`config.mk`:
```
export PLATFORM = sky130hd
export DESIGN_NAME = response_scheduler
export DESIGN_NICKNAME = d
export VERILOG_FILES = /design/src/rtl/response_pkg.sv /design/src/rtl/response_scheduler_rr_arbiter.sv /design/src/rtl/response_scheduler.sv
export SDC_FILE = /design/constraint.sdc
export NUM_CORES = 1
export LEC_CHECK = 0
export ABC_AREA = 1
export BUFFER_PORTS_ARGS = -buffer_cell sky130_fd_sc_hd__buf_4
export CORE_MARGIN = 2
export CORE_UTILIZATION = 45
export DETAILED_ROUTE_END_ITERATION = 8
export GPL_ROUTABILITY_DRIVEN = 0
export GPL_TIMING_DRIVEN = 0
export PLACE_DENSITY = 0.75
export SLEW_MARGIN = 25
export SYNTH_ARGS = -nofsm -noshare
export SYNTH_HDL_FRONTEND = slang
export SYNTH_SLANG_ARGS = --single-unit
```
`constraint.sdc`:
```
create_clock -name clock -period 2.85 [get_ports clock]
set_clock_uncertainty 0.1 [all_clocks]
set_input_delay 0.285 -clock clock [delete_from_list [all_inputs] [get_ports clock]]
set_output_delay 0.285 -clock clock [all_outputs]
set_load 0.02 [all_outputs]
```
`src/rtl/response_pkg.sv`:
```
// Shared types and constants for the response scheduler and the sources that
// feed it two-byte frames (code, data).
package response_pkg;

  localparam int BYTE_W    = 8;
  localparam int FRAME_LEN = 2;
  localparam int ST_W      = 3;

  typedef enum logic [ST_W-1:0] {
    ST_IDLE      = 3'd0,
    ST_LOAD      = 3'd1,
    ST_SEND_CODE = 3'd2,
    ST_WAIT_CODE = 3'd3,
    ST_SEND_DATA = 3'd4,
    ST_WAIT_DATA = 3'd5,
    ST_ACK       = 3'd6
  } state_t;

  // Response codes placed in the first byte of a frame by the sources.
  localparam logic [BYTE_W-1:0] RSP_SENSOR = 8'h01;
  localparam logic [BYTE_W-1:0] RSP_STATUS = 8'h10;
  localparam logic [BYTE_W-1:0] RSP_NACK   = 8'h15;
  localparam logic [BYTE_W-1:0] RSP_ERROR  = 8'hE0;

  // Round-robin successor of a requester index among n requesters.
  function automatic logic [2:0] next_index(input logic [2:0] idx, input int n);
    return (int'(idx) == n - 1) ? 3'd0 : idx + 3'd1;
  endfunction

endpackage

```
`src/rtl/response_scheduler_rr_arbiter.sv`:
```
// Combinational round-robin arbiter: first set request at or above the pointer,
// wrapping from NUM_REQ-1 back to 0.
module rr_arbiter #(
  parameter int NUM_REQ = 4
) (
  input  logic [NUM_REQ-1:0] req,
  input  logic [2:0]         pointer,
  output logic [NUM_REQ-1:0] grant_onehot,
  output logic [2:0]         grant_idx,
  output logic               any
);

  int cand;

  // Scan from the farthest offset down so the candidate nearest the pointer
  // is written last and therefore wins.
  always_comb begin
    // NOTE: every output of a combinational block gets a default before any
    // conditional write; otherwise the tool infers a latch.
    grant_onehot = '0;
    grant_idx    = '0;
    cand         = 0;
    for (int k = NUM_REQ - 1; k >= 0; k--) begin
      cand = int'(pointer) + k;
      if (cand >= NUM_REQ) cand = cand - NUM_REQ;
      if (req[cand]) begin
        grant_onehot       = '0;
        grant_onehot[cand] = 1'b1;
        grant_idx          = 3'(cand);
      end
    end
  end

  assign any = |req;

endmodule

```
`src/rtl/response_scheduler.sv`:
```
// Shares one UART transmitter among several response sources: round-robin
// grant, two-byte frame sequencing, source acknowledge and a per-byte watchdog.
module response_scheduler
  import response_pkg::*;
#(
  parameter int NUM_REQ        = 4,
  parameter int TIMEOUT_CYCLES = 20000
) (
  input  logic                      clock,
  input  logic                      reset_n,
  input  logic [NUM_REQ-1:0]        req_valid,
  input  logic [BYTE_W*NUM_REQ-1:0] req_code,
  input  logic [BYTE_W*NUM_REQ-1:0] req_data,
  output logic [NUM_REQ-1:0]        req_ack,
  output logic                      tx_start,
  output logic [BYTE_W-1:0]         tx_byte,
  input  logic                      tx_done,
  output logic                      busy,
  output logic [2:0]                grant_id,
  output logic                      timeout_err
);

  localparam logic [15:0] WD_LIMIT = 16'(TIMEOUT_CYCLES - 1);

  state_t              state;
  logic [2:0]          ptr;
  logic [2:0]          win_idx;
  logic [NUM_REQ-1:0]  win_mask;
  logic [BYTE_W-1:0]   data_q;
  logic [15:0]         wd_cnt;

  logic [NUM_REQ-1:0]  arb_onehot;
  logic [2:0]          arb_idx;
  logic                arb_any;

  rr_arbiter #(.NUM_REQ(NUM_REQ)) u_arb (
    .req          (req_valid),
    .pointer      (ptr),
    .grant_onehot (arb_onehot),
    .grant_idx    (arb_idx),
    .any          (arb_any)
  );

  always_ff @(posedge clock or negedge reset_n) begin
    if (!reset_n) begin
      state       <= ST_IDLE;
      ptr         <= '0;
      win_idx     <= '0;
      win_mask    <= '0;
      data_q      <= '0;
      wd_cnt      <= '0;
      req_ack     <= '0;
      tx_start    <= 1'b0;
      tx_byte     <= '0;
      busy        <= 1'b0;
      grant_id    <= '0;
      timeout_err <= 1'b0;
    end else begin
      // NOTE: state is updated with non-blocking assignments so every branch
      // sees the values from before this edge; the pulse outputs default low
      // here and are raised only in the branch that owns them.
      tx_start    <= 1'b0;
      req_ack     <= '0;
      timeout_err <= 1'b0;

      case (state)
        ST_IDLE: begin
          if (arb_any) begin
            win_idx  <= arb_idx;
            win_mask <= arb_onehot;
            busy     <= 1'b1;
            state    <= ST_LOAD;
          end
        end

        // The frame is captured here; the code byte goes straight into the
        // output register, the data byte waits in data_q.
        ST_LOAD: begin
          grant_id <= win_idx;
          data_q   <= req_data[int'(win_idx) * BYTE_W +: BYTE_W];
          tx_byte  <= req_code[int'(win_idx) * BYTE_W +: BYTE_W];
          tx_start <= 1'b1;
          state    <= ST_SEND_CODE;
        end

        ST_SEND_CODE: begin
          wd_cnt <= '0;
          state  <= ST_WAIT_CODE;
        end

        ST_SEND_DATA: begin
          wd_cnt <= '0;
          state  <= ST_WAIT_DATA;
        end

        // tx_done is checked before the watchdog so a completion landing on
        // the expiry cycle still counts as a normal finish.
        ST_WAIT_CODE, ST_WAIT_DATA: begin
          if (tx_done) begin
            if (state == ST_WAIT_CODE) begin
              tx_byte  <= data_q;
              tx_start <= 1'b1;
              state    <= ST_SEND_DATA;
            end else begin
              req_ack <= win_mask;
              state   <= ST_ACK;
            end
          end else if (wd_cnt == WD_LIMIT) begin
            // Drop the frame but still ack the source so it cannot hang.
            timeout_err <= 1'b1;
            req_ack     <= win_mask;
            tx_byte     <= '0;
            state       <= ST_ACK;
          end else begin
            wd_cnt <= wd_cnt + 16'd1;
          end
        end

        ST_ACK: begin
          ptr   <= next_index(grant_id, NUM_REQ);
          busy  <= 1'b0;
          state <= ST_IDLE;
        end

        default: begin
          busy  <= 1'b0;
          state <= ST_IDLE;
        end
      endcase
    end
  end

endmodule

```
Yosys cells after proc, flatten, opt, wreduce, memory -nomap -nowiden
Cells that the tools add are included.
W data, S select, Z words.
{ "word_totals": {"reg_bits": 55, "latch_bits": 0, "ram_bits": 0, "romBits": 0, "in_bits": 71, "output_inout_bits": 18, "word_cells": 122, "mem_count": 0} }
{ "op_classes": {"addsub": 9, "multipliers": 0, "n_div": 0, "n_lt_le_gt_ge": 12, "n_eq_ne": 13, "shift": 2, "muxes": 57, "bitwise": 1, "n_reduce_logical": 16} }
{ "ops": {"columns": ["cell", "n"], "rows": [
  ["$ge A32 B1 Y1 const B", 4],
  ["$lt A32 B4 Y1 const B", 4],
  ["$mux W32", 4],
  ["$ge A32 B4 Y1 const B", 3],
  ["$sub A32 B4 Y32 const B", 3],
  ["$shiftx A32 B7 Y8", 2],
  ["$mux W16", 2],
  ["$mux W4", 8],
  ["$pmux W16 S2", 1],
  ["$mux W3", 8],
  ["$mux W8", 3],
  ["$mux W1", 18],
  ["$add A16 B1 Y16 const B", 1],
  ["$eq A16 B15 Y1 const B", 1],
  ["$pmux W8 S2", 1],
  ["$pmux W3 S5", 1],
  ["$eq A3 B3 Y1 const B", 4],
  ["$add A3 B2 Y4 const B", 2],
  ["$bmux W1 S2", 4],
  ["$demux W1 S2", 4],
  ["$eq A3 B2 Y1 const B", 2],
  ["$ne A2 B2 Y1 const B", 3],
  ["$ne A3 B3 Y1 const B", 2],
  ["$reduce_and A2 Y1", 3],
  ["other kinds (15)", 22]
]} }

Longest topological paths before layout
Gate-level depths: netlist of run 1.
{ "logic_depth": {"word_depth": 11, "ltp_mapped": 13, "depth_no_buf": 12} }

By module
A second synthesis of run 1 with hierarchy kept.
{ "unflattened": {"cells_unflattened": 561, "area_unflattened_um2": 3906.2} }
{ "modules_own_cells": {"columns": ["module", "instances", "cells_per_inst", "area_per_inst_um2", "seq_area_each_um2"], "rows": [
  ["response_scheduler", 1, 442, 3220.6, 1376.3],
  ["rr_arbiter", 1, 119, 685.7, 0.0]
]} }

Least setup slack after synthesis of run 1
No wires, ideal clock.
{ "synth_path": {"path_kind": "register to register", "start": "register ptr[0]", "end": "register win_mask[2]", "setup_time_ns": 0.117, "t_arrival_ns": 1.668, "required_time_ns": 2.633, "slack_ns": 0.965, "stages_incl_launch_ff": 14, "path_buffers": 1, "synth_period_minus_slack_ns": 1.885, "path_cell_list": "dfrtp_1 > buf_2 > inv_2 > ha_1 > inv_1 > nand3_1 > nand2_2 > inv_2 > nand2_1 > inv_1 > nand2_1 > nand3_1 > nand2_1 > nand2_1"} }
{ "synth_between": {"elab_chain_cells": 11, "elab_cells_between_ends": 51, "classes_between": "add/sub: 7; order compare: 12; mux: 28; reduce/logical: 4"} }
{ "synth_rtl": {"columns": ["item", "line_no", "rtl"], "rows": [
  ["start, declared", "response_scheduler.sv:26", "logic [2:0] ptr;"],
  ["start signal, assigned", "response_scheduler.sv:120", "ptr <= next_index(grant_id, NUM_REQ);"],
  ["$add A3 B2 Y4", "response_scheduler_rr_arbiter.sv:24", "cand = int'(pointer) + k;"],
  ["$sub A32 B4 Y32 / $ge A32 B4 Y1 (equally long branches)", "response_scheduler_rr_arbiter.sv:25", "if (cand >= NUM_REQ) cand = cand - NUM_REQ;"],
  ["$mux W32", "response_scheduler_rr_arbiter.sv:25", null],
  ["$ge A32 B1 Y1 (not written as such) / $lt A32 B4 Y1 (equally long branches)", "response_scheduler_rr_arbiter.sv:28", "grant_onehot[cand] = 1'b1;"],
  ["$logic_and A1 B1 Y1 (not written as such)", "response_scheduler_rr_arbiter.sv:28", null],
  ["$mux W1 (not written as such)", "response_scheduler_rr_arbiter.sv:28", null],
  ["$demux W1 S2", null, null],
  ["$mux W4 (3 in a row)", "response_scheduler_rr_arbiter.sv:26", "if (req[cand]) begin"],
  ["$mux W4 (*)", "response_scheduler_rr_arbiter.sv:26", null],
  ["end signal, assigned", "response_scheduler.sv:70", "win_mask <= arb_onehot;"],
  ["end, declared", "response_scheduler.sv:28", "logic [NUM_REQ-1:0] win_mask;"]
]} }
Every way passes the cells marked *; elsewhere a longest branch is shown, timed or not. The select of a mux whose other input is x is not followed.
A chain may end at the register's enable or synchronous reset.

Final worst setup path of run 1
{ "layout_path": {"start": "register ptr[1]", "end": "register win_mask[2]"} }
Same word-level chain as after synthesis.

==> results of run 1 <==
==> logic make-up (layout without fill, tap and decap cells) <==
group	after synthesis	count (layout)	synth area share [%]
and+or+nand+nor	277	277	31.9
DFF	55	55	35.9
AOI/OAI and AO/OA	113	113	16.3
xor gates and xnor gates	10	10	2.28
adders and majority gates	15	15	4.89
buffers and inverters	79	176	8.84
==> stage by stage <==
stage               area, um2  hold WS [ps]  total power, mW
CTS                      4730           199             4.32
global route             4730           209             4.78
floorplan                3840          -111             3.13
finish                   4730           217             4.31
global placement         4630           269             3.81
detailed placement       4630           281             3.88
==> per-layer routing <==
layer | wire (um) | vias to the layer above | track usage, %
met5 | 0 | - | 0
met4 | 114 | 0 | 5.05
li1 | - | 1987 | -
met1 | 4430 | 1822 | 29.2
met2 | 4950 | 65 | 35.6
met3 | 349 | 12 | 2.66
==> power breakdown <==
part           internal (mW)  total [mW]  switching [mW]
Combinational          0.952        2.67            1.72
Clock                  0.172       0.433           0.262
Sequential              1.02        1.20           0.180
==> path summary, 6_finish.rpt <==
check | from | cells past startpoint | end
min in group asynchronous | reset_n | 2 | wd_cnt[5]
max in group asynchronous | reset_n | 2 | wd_cnt[14]
setup / recovery | ptr[1] | 12 | win_mask[2]
hold reg to reg | tx_byte[4] | 2 | tx_byte[4]
hold / removal | tx_done | 3 | tx_start
setup reg to reg | ptr[1] | 12 | win_mask[2]
==> cells in the final DEF, fill, tap and decap left out, drive strengths merged, types with 2 or more instances in the layout <==
cell type,count
dfrtp,55
nand4,11
ha,15
clkinv,2
nor2,76
a21oi,14
buf,98
a21boi,4
inv,60
o22ai,16
clkinvlp,2
clkbuf,13
nand3,40
o21ai,76
xor2,9
nor3,9
nand2,140
==> sequential cells by signal (all words and copies together) (netlist names), 3 cells and up <==
register	cells
win_idx	3
wd_cnt	16
state	3
req_ack	4
ptr	3
tx_byte	8
grant_id	3
data_q	8
win_mask	4
==> worst max-delay path, delay by kind of cell (launching register included) <==
| family | cells | cell delay [ps] |
|---|---|---|
| buffers and inverters | 4 | 490 |
| adder cells (fa/ha/maj) | 1 | 370 |
| AND/OR/NAND/NOR | 7 | 610 |
| flip-flops | 1 | 580 |
==> area by class of cell <==
class / instances / area, um2 / share of cell area, %
tap: 105 / 131 / 2.78
clock inverter: 3 / 20.0 / 0.423
inverter: 61 / 234 / 4.95
clock buffer: 5 / 68.8 / 1.46
sequential: 55 / 1380 / 29.1
timing repair buffer: 89 / 671 / 14.2
buffer: 18 / 105 / 2.22
multi-input combinational: 415 / 2120 / 44.9
==> flow_summary.json, run 1 <==
{
  "synthesis.area_mm2": 0.00384,
  "p_leak_nw": 2.34,
  "crit_top_cell": "nand2_1",
  "cts_tree": "built",
  "period_minus_slack_ps": 2280,
  "synth_area_leaders": "dfrtp_1, nand2_1, o21ai_0",
  "yosysUniqueCellTypes": 34,
  "timing.final.ws_setup_ps": 569,
  "r2r_slack_ps": 570,
  "synth_edf_count": 0,
  "die_h_um": 96.3,
  "yosysMostFrequentCell": "nand2_1",
  "worstMarginPinSlew_ps": 675,
  "cts-resized-gates": 0,
  "fin_setup_tns_ps": 0,
  "num_io_pins": 89,
  "num-nets-final": 731,
  "yosys.area.top_type": "dfrtp_1",
  "cap_violations": 0,
  "syn_inst": 549,
  "cp_max_fo": 11,
  "clk_path_buf_depth": 2,
  "clock.fmax_ghz": 0.438,
  "clk_pin_slew_ps": 110,
  "rsz0062_at_grt": "no",
  "crit_path_top_delay_cell": "dfrtp_1",
  "cts_root_buf": "clkbuf_8",
  "yosysSeqAreaShare_pct": 35.9,
  "vias_per_cell": 5.17,
  "setup_violations": 0,
  "irDropWorstVdd_uv": 538,
  "cts_num_sinks": 55,
  "fillCellCount": 801,
  "run_status": "complete, no violations",
  "cp-end-kind": "flop",
  "crit_type": "flop to flop",
  "syn_avg_cell_area_um2": 6.99,
  "dp_worst_setup_slack_ps": 611,
  "synth_fp_nets": 635,
  "hold_viol": 0,
  "drive_gt1_share_pct": 20.6,
  "clkLatencyLatePin_ps": 320,
  "slew_viol_final": 0,
  "cp_data_arrival_time_ps": 2390,
  "grt_util_all_layers_pct": 21.3,
  "grt_max_degree": 56,
  "ys_ff_latch": 55,
  "critPathLaunchType": "flop",
  "die_x_um": 96.3,
  "final_antenna_net_count": 0,
  "drt_iter0_markers": 171,
  "synth_common_cells": "nand2_1, nor2_1, o21ai_0, dfrtp_1, inv_1",
  "grt_pass1_wl_um": 15900,
  "post-place-cells": 742,
  "drc": 0,
  "io_buffers": 88,
  "first_pass_iters": 4,
  "postRouteWirelength_um": 9850,
  "syn_to_final_growth_pct": 23.2,
  "fin_util_pct": 57.3,
  "yosys.area.top_type_share_pct": 35.9,
  "final_cell_count_no_fill": 751,
  "cp_slowest_stage_delay_ps": 580,
  "core_area_mm2": 0.00826,
  "cts_setup_buffers": 0,
  "path_cells": "inv_1 -> ha_1 -> inv_1 -> nand3_1 -> nand2_2 -> inv_2 -> nand2_1 -> inv_1 -> nand2_1 -> nand3_1 -> nand2_1 -> nand2_1",
  "overflow": 0,
  "hold_path.class": "input pin to flop",
  "relSlewSlack_pct": 55.0,
  "grt_pass1_vias": 3515,
  "async_reset_ff_share_pct": 100,
  "yosysWarnings": 0,
  "postCtsHoldBufs": 1,
  "ys.flop_type": "dfrtp_1",
  "wl_per_cell_um": 13.1,
  "required_ps": 2960,
  "cts_inserted_buffers": 5,
  "via_count": 3886,
  "rows": 33,
  "place_hpwl_um": 7740,
  "antenna_cells": 0,
  "h-tree-depth": 2,
  "start_util_pct": 46.5,
  "fin_crit_sh_pct": 80.0,
  "grt_antenna_before_repair": 0,
  "dieArea_mm2": 0.00928,
  "power.density_mw_per_mm2": 912
}
No activity file was read; power rests on OpenSTA's default activity.
==> run 2: changes to the inputs <==
Settings changed: ABC_AREA 1 to 0.
Clock period 2.85 ns to 2.1 ns, I/O delays scaled along.
==> run 2 against run 1 <==
  * Register-to-register slack got worse by 750 ps
  * Power up 36%
  * Final cell count fell by 27%
  * Clock-buffer cell count is 2 higher
  * Die area decreased by 5.8%
  * Combinational power is 38% higher
  * Sequential power is 36% higher
  * The flow now finishes with violations (negative setup slack)
==> flow_summary.json, run 2 <==
{
  "grt_pass1_vias": 2925,
  "cp_data_arrival_time_ps": 2400,
  "cts_inserted_buffers": 5,
  "cts_num_sinks": 55,
  "cp_max_fo": 7,
  "timing.final.ws_setup_ps": -181,
  "relSlewSlack_pct": 55.5,
  "path_cells": "buf_8 -> clkinvlp_4 -> ha_4 -> buf_6 -> mux2_4 -> mux2_4 -> nor2b_4 -> a22oi_2 -> a32oi_1",
  "vias_per_cell": 5.72,
  "slew_viol_final": 0,
  "synth_edf_count": 0,
  "grt_max_degree": 56,
  "fin_util_pct": 60.8,
  "drc": 0,
  "crit_path_top_delay_cell": "dfrtp_2",
  "multi_input_area_mm2": 0.00220,
  "timing.critical_path.buf_inv": 3,
  "yosysSeqAreaShare_pct": 38.2,
  "seq_power_share_pct": 27.7,
  "hold_viol": 0,
  "yosysWarnings": 0,
  "cts_tree": "built",
  "hold_path.class": "input pin to flop",
  "period_minus_slack_ps": 2280,
  "holdPathStages": 3,
  "min_to": "tx_start",
  "via_count": 3121,
  "place_hpwl_um": 6850,
  "syn_inst": 338,
  "cp-end-kind": "flop",
  "rr_startpoint": "ptr[1]",
  "power_frac_comb_pct": 62.8,
  "wl_per_cell_um": 17.1,
  "pwr-share-clk_pct": 9.4,
  "rsz0062_at_grt": "yes",
  "final_common_cell": "buf_4",
  "synth_area_leaders": "dfrtp_1, mux4_2, ha_1",
  "run_status": "finished, violations left",
  "ys_ff_latch": 55,
  "worstMarginPinSlew_ps": 663,
  "num_io_pins": 89,
  "h-tree-depth": 2,
  "reg2reg_depth": 9,
  "yosysMostFrequentCell": "dfrtp_1",
  "syn_avg_cell_area_um2": 10.7,
  "p_sw_share_pct": 42.2,
  "largest_registers": "wd_cnt: 16 flops, data_q: 8 flops, tx_byte: 8 flops",
  "power.density_mw_per_mm2": 1250,
  "final_cell_mix": "buf_4, dfrtp_1, nand2_1, nor2_1",
  "crit_top_cell": "mux2_4",
  "cp_top_family": "multiplexers",
  "p_leak_nw": 2.11,
  "cp_slowest_stage_delay_ps": 390,
  "ys.flop_type": "dfrtp_1",
  "clk_path_buf_depth": 2,
  "r2r_slack_ps": -180,
  "cts_root_buf": "clkbuf_8",
  "io_buffers": 85,
  "first_pass_iters": 4,
  "start_util_pct": 46.7,
  "die_h_um": 93.5,
  "hold_ws_ps": 200,
  "critPathLaunchType": "flop",
  "final_antenna_net_count": 0,
  "setup_violations": 6,
  "cap_violations": 0,
  "violations": "negative setup slack",
  "fin_crit_sh_pct": 109,
  "placed_area_mm2": 0.00442,
  "yosys.area.top_type": "dfrtp_1",
  "rows": 32,
  "num-nets-final": 529,
  "power.switching_mw": 2.48,
  "internal_power_mw": 3.40,
  "clkLatencyLatePin_ps": 300,
  "die_x_um": 93.5,
  "ff_latch_area_mm2": 0.00138,
  "fin_area_mm2": 0.00470,
  "synthesis.area_mm2": 0.00361,
  "required_ps": 2220,
  "drive_gt1_share_pct": 38.3,
  "hp-start": "tx_done",
  "yosys.area.top_type_share_pct": 38.2,
  "power.total_mw": 5.88,
  "grt_util_all_layers_pct": 21.2,
  "yosysUniqueCellTypes": 59,
  "postRouteWirelength_um": 9350,
  "crit-reg2reg-capture": "win_idx[2]",
  "largest_register_ffs": 16,
  "irDropWorstVdd_uv": 969,
  "syn_to_final_growth_pct": 30.4,
  "grt_antenna_before_repair": 0,
  "clock.fmax_ghz": 0.438,
  "synth_common_cells": "dfrtp_1, nand2_1, nor2_1, a22o_1, mux4_2",
  "synth_fp_nets": 424,
  "async_reset_ff_share_pct": 100,
  "dieArea_mm2": 0.00875,
  "overflow": 0,
  "fillCellCount": 662,
  "core_area_mm2": 0.00773,
  "antenna_cells": 0,
  "clk_pin_slew_ps": 90,
  "top_register": "wd_cnt",
  "grt_pass1_wl_um": 14700,
  "crit_type": "flop to flop",
  "drt_iter0_markers": 145
}
run 2: cells by family (layout without fill, tap and decap cells):
kind of cell,count (synthesis),after routing,synth area share [%]
simple gates,96,96,14.7
compound gates,88,88,17.2
flops,55,55,38.2
mux,41,41,17.9
buf+inv,32,138,4.13
fa+ha+maj,15,15,5.20
xor+xnor,11,11,2.67
run 2: area by class of cell:
cell class | instances | area share (%)
timing repair buffer | 98 | 15.7
tap | 102 | 2.71
sequential | 55 | 29.3
clock buffer | 7 | 1.62
inverter | 10 | 0.985
clock inverter | 1 | 0.106
buffer | 22 | 2.77
multi-input combinational | 251 | 46.8
run 2: worst reg2reg max path: cells and delay by family (launching register included):
kind | cells | cell delay (ps)
AND/OR/NAND/NOR | 1 | 130
adder cells (fa/ha/maj) | 1 | 280
buffers and inverters | 3 | 340
flip-flops | 1 | 390
multiplexers | 2 | 640
AO/OA/AOI/OAI | 2 | 320
run 2: how the worst max path moves through the flow:
stage                      start           to  slack, ps  cells past startpoint
after global placement    ptr[1]  win_mask[2]       -520                      8
final                     ptr[1]   win_idx[2]       -180                      9
after detailed placement  ptr[1]   win_idx[2]       -560                      9
after global routing      ptr[1]  win_mask[1]       -260                      9
after floorplan           ptr[1]   win_idx[2]       -270                      9
after CTS                 ptr[1]   win_idx[2]       -170                      9
run 2: repair_timing:
item | in CTS | in global routing
hold buffers | 1 | 0
endpoints found under the hold margin | 55 | 0
buffers inserted | 10 | 2
gates resized for setup | 12 | 12
pin swaps | 7 | 7
setup endpoints to repair | 14 | 30
run 2: stage by stage:
step	setup WS (ps)	instances	TNS [ps]
detailed placement	-564	525	-3340
global route	-265	546	-1370
global placement	-524	525	-2960
floorplan	-266	338	-1200
finish	-181	546	-745
CTS	-173	544	-680
run 2: power groups by stage:
stage          logic, mW  clock network (mW)  registers [mW]
2_1_floorplan       2.34                   0            1.72
3_3_place_gp        3.21                   0            1.66
3_5_place_dp        3.29                   0            1.67
4_1_cts             3.55               0.572            1.63
5_1_grt             4.03               0.609            1.67
6_report            3.69               0.555            1.63
run 2: per-layer routing:
| layer | wire [um] | GRT usage (%) |
|---|---|---|
| met1 | 4120 | 30.5 |
| met5 | 0 | 0 |
| met3 | 299 | 3.06 |
| met4 | 89 | 4.53 |
| met2 | 4840 | 34.2 |
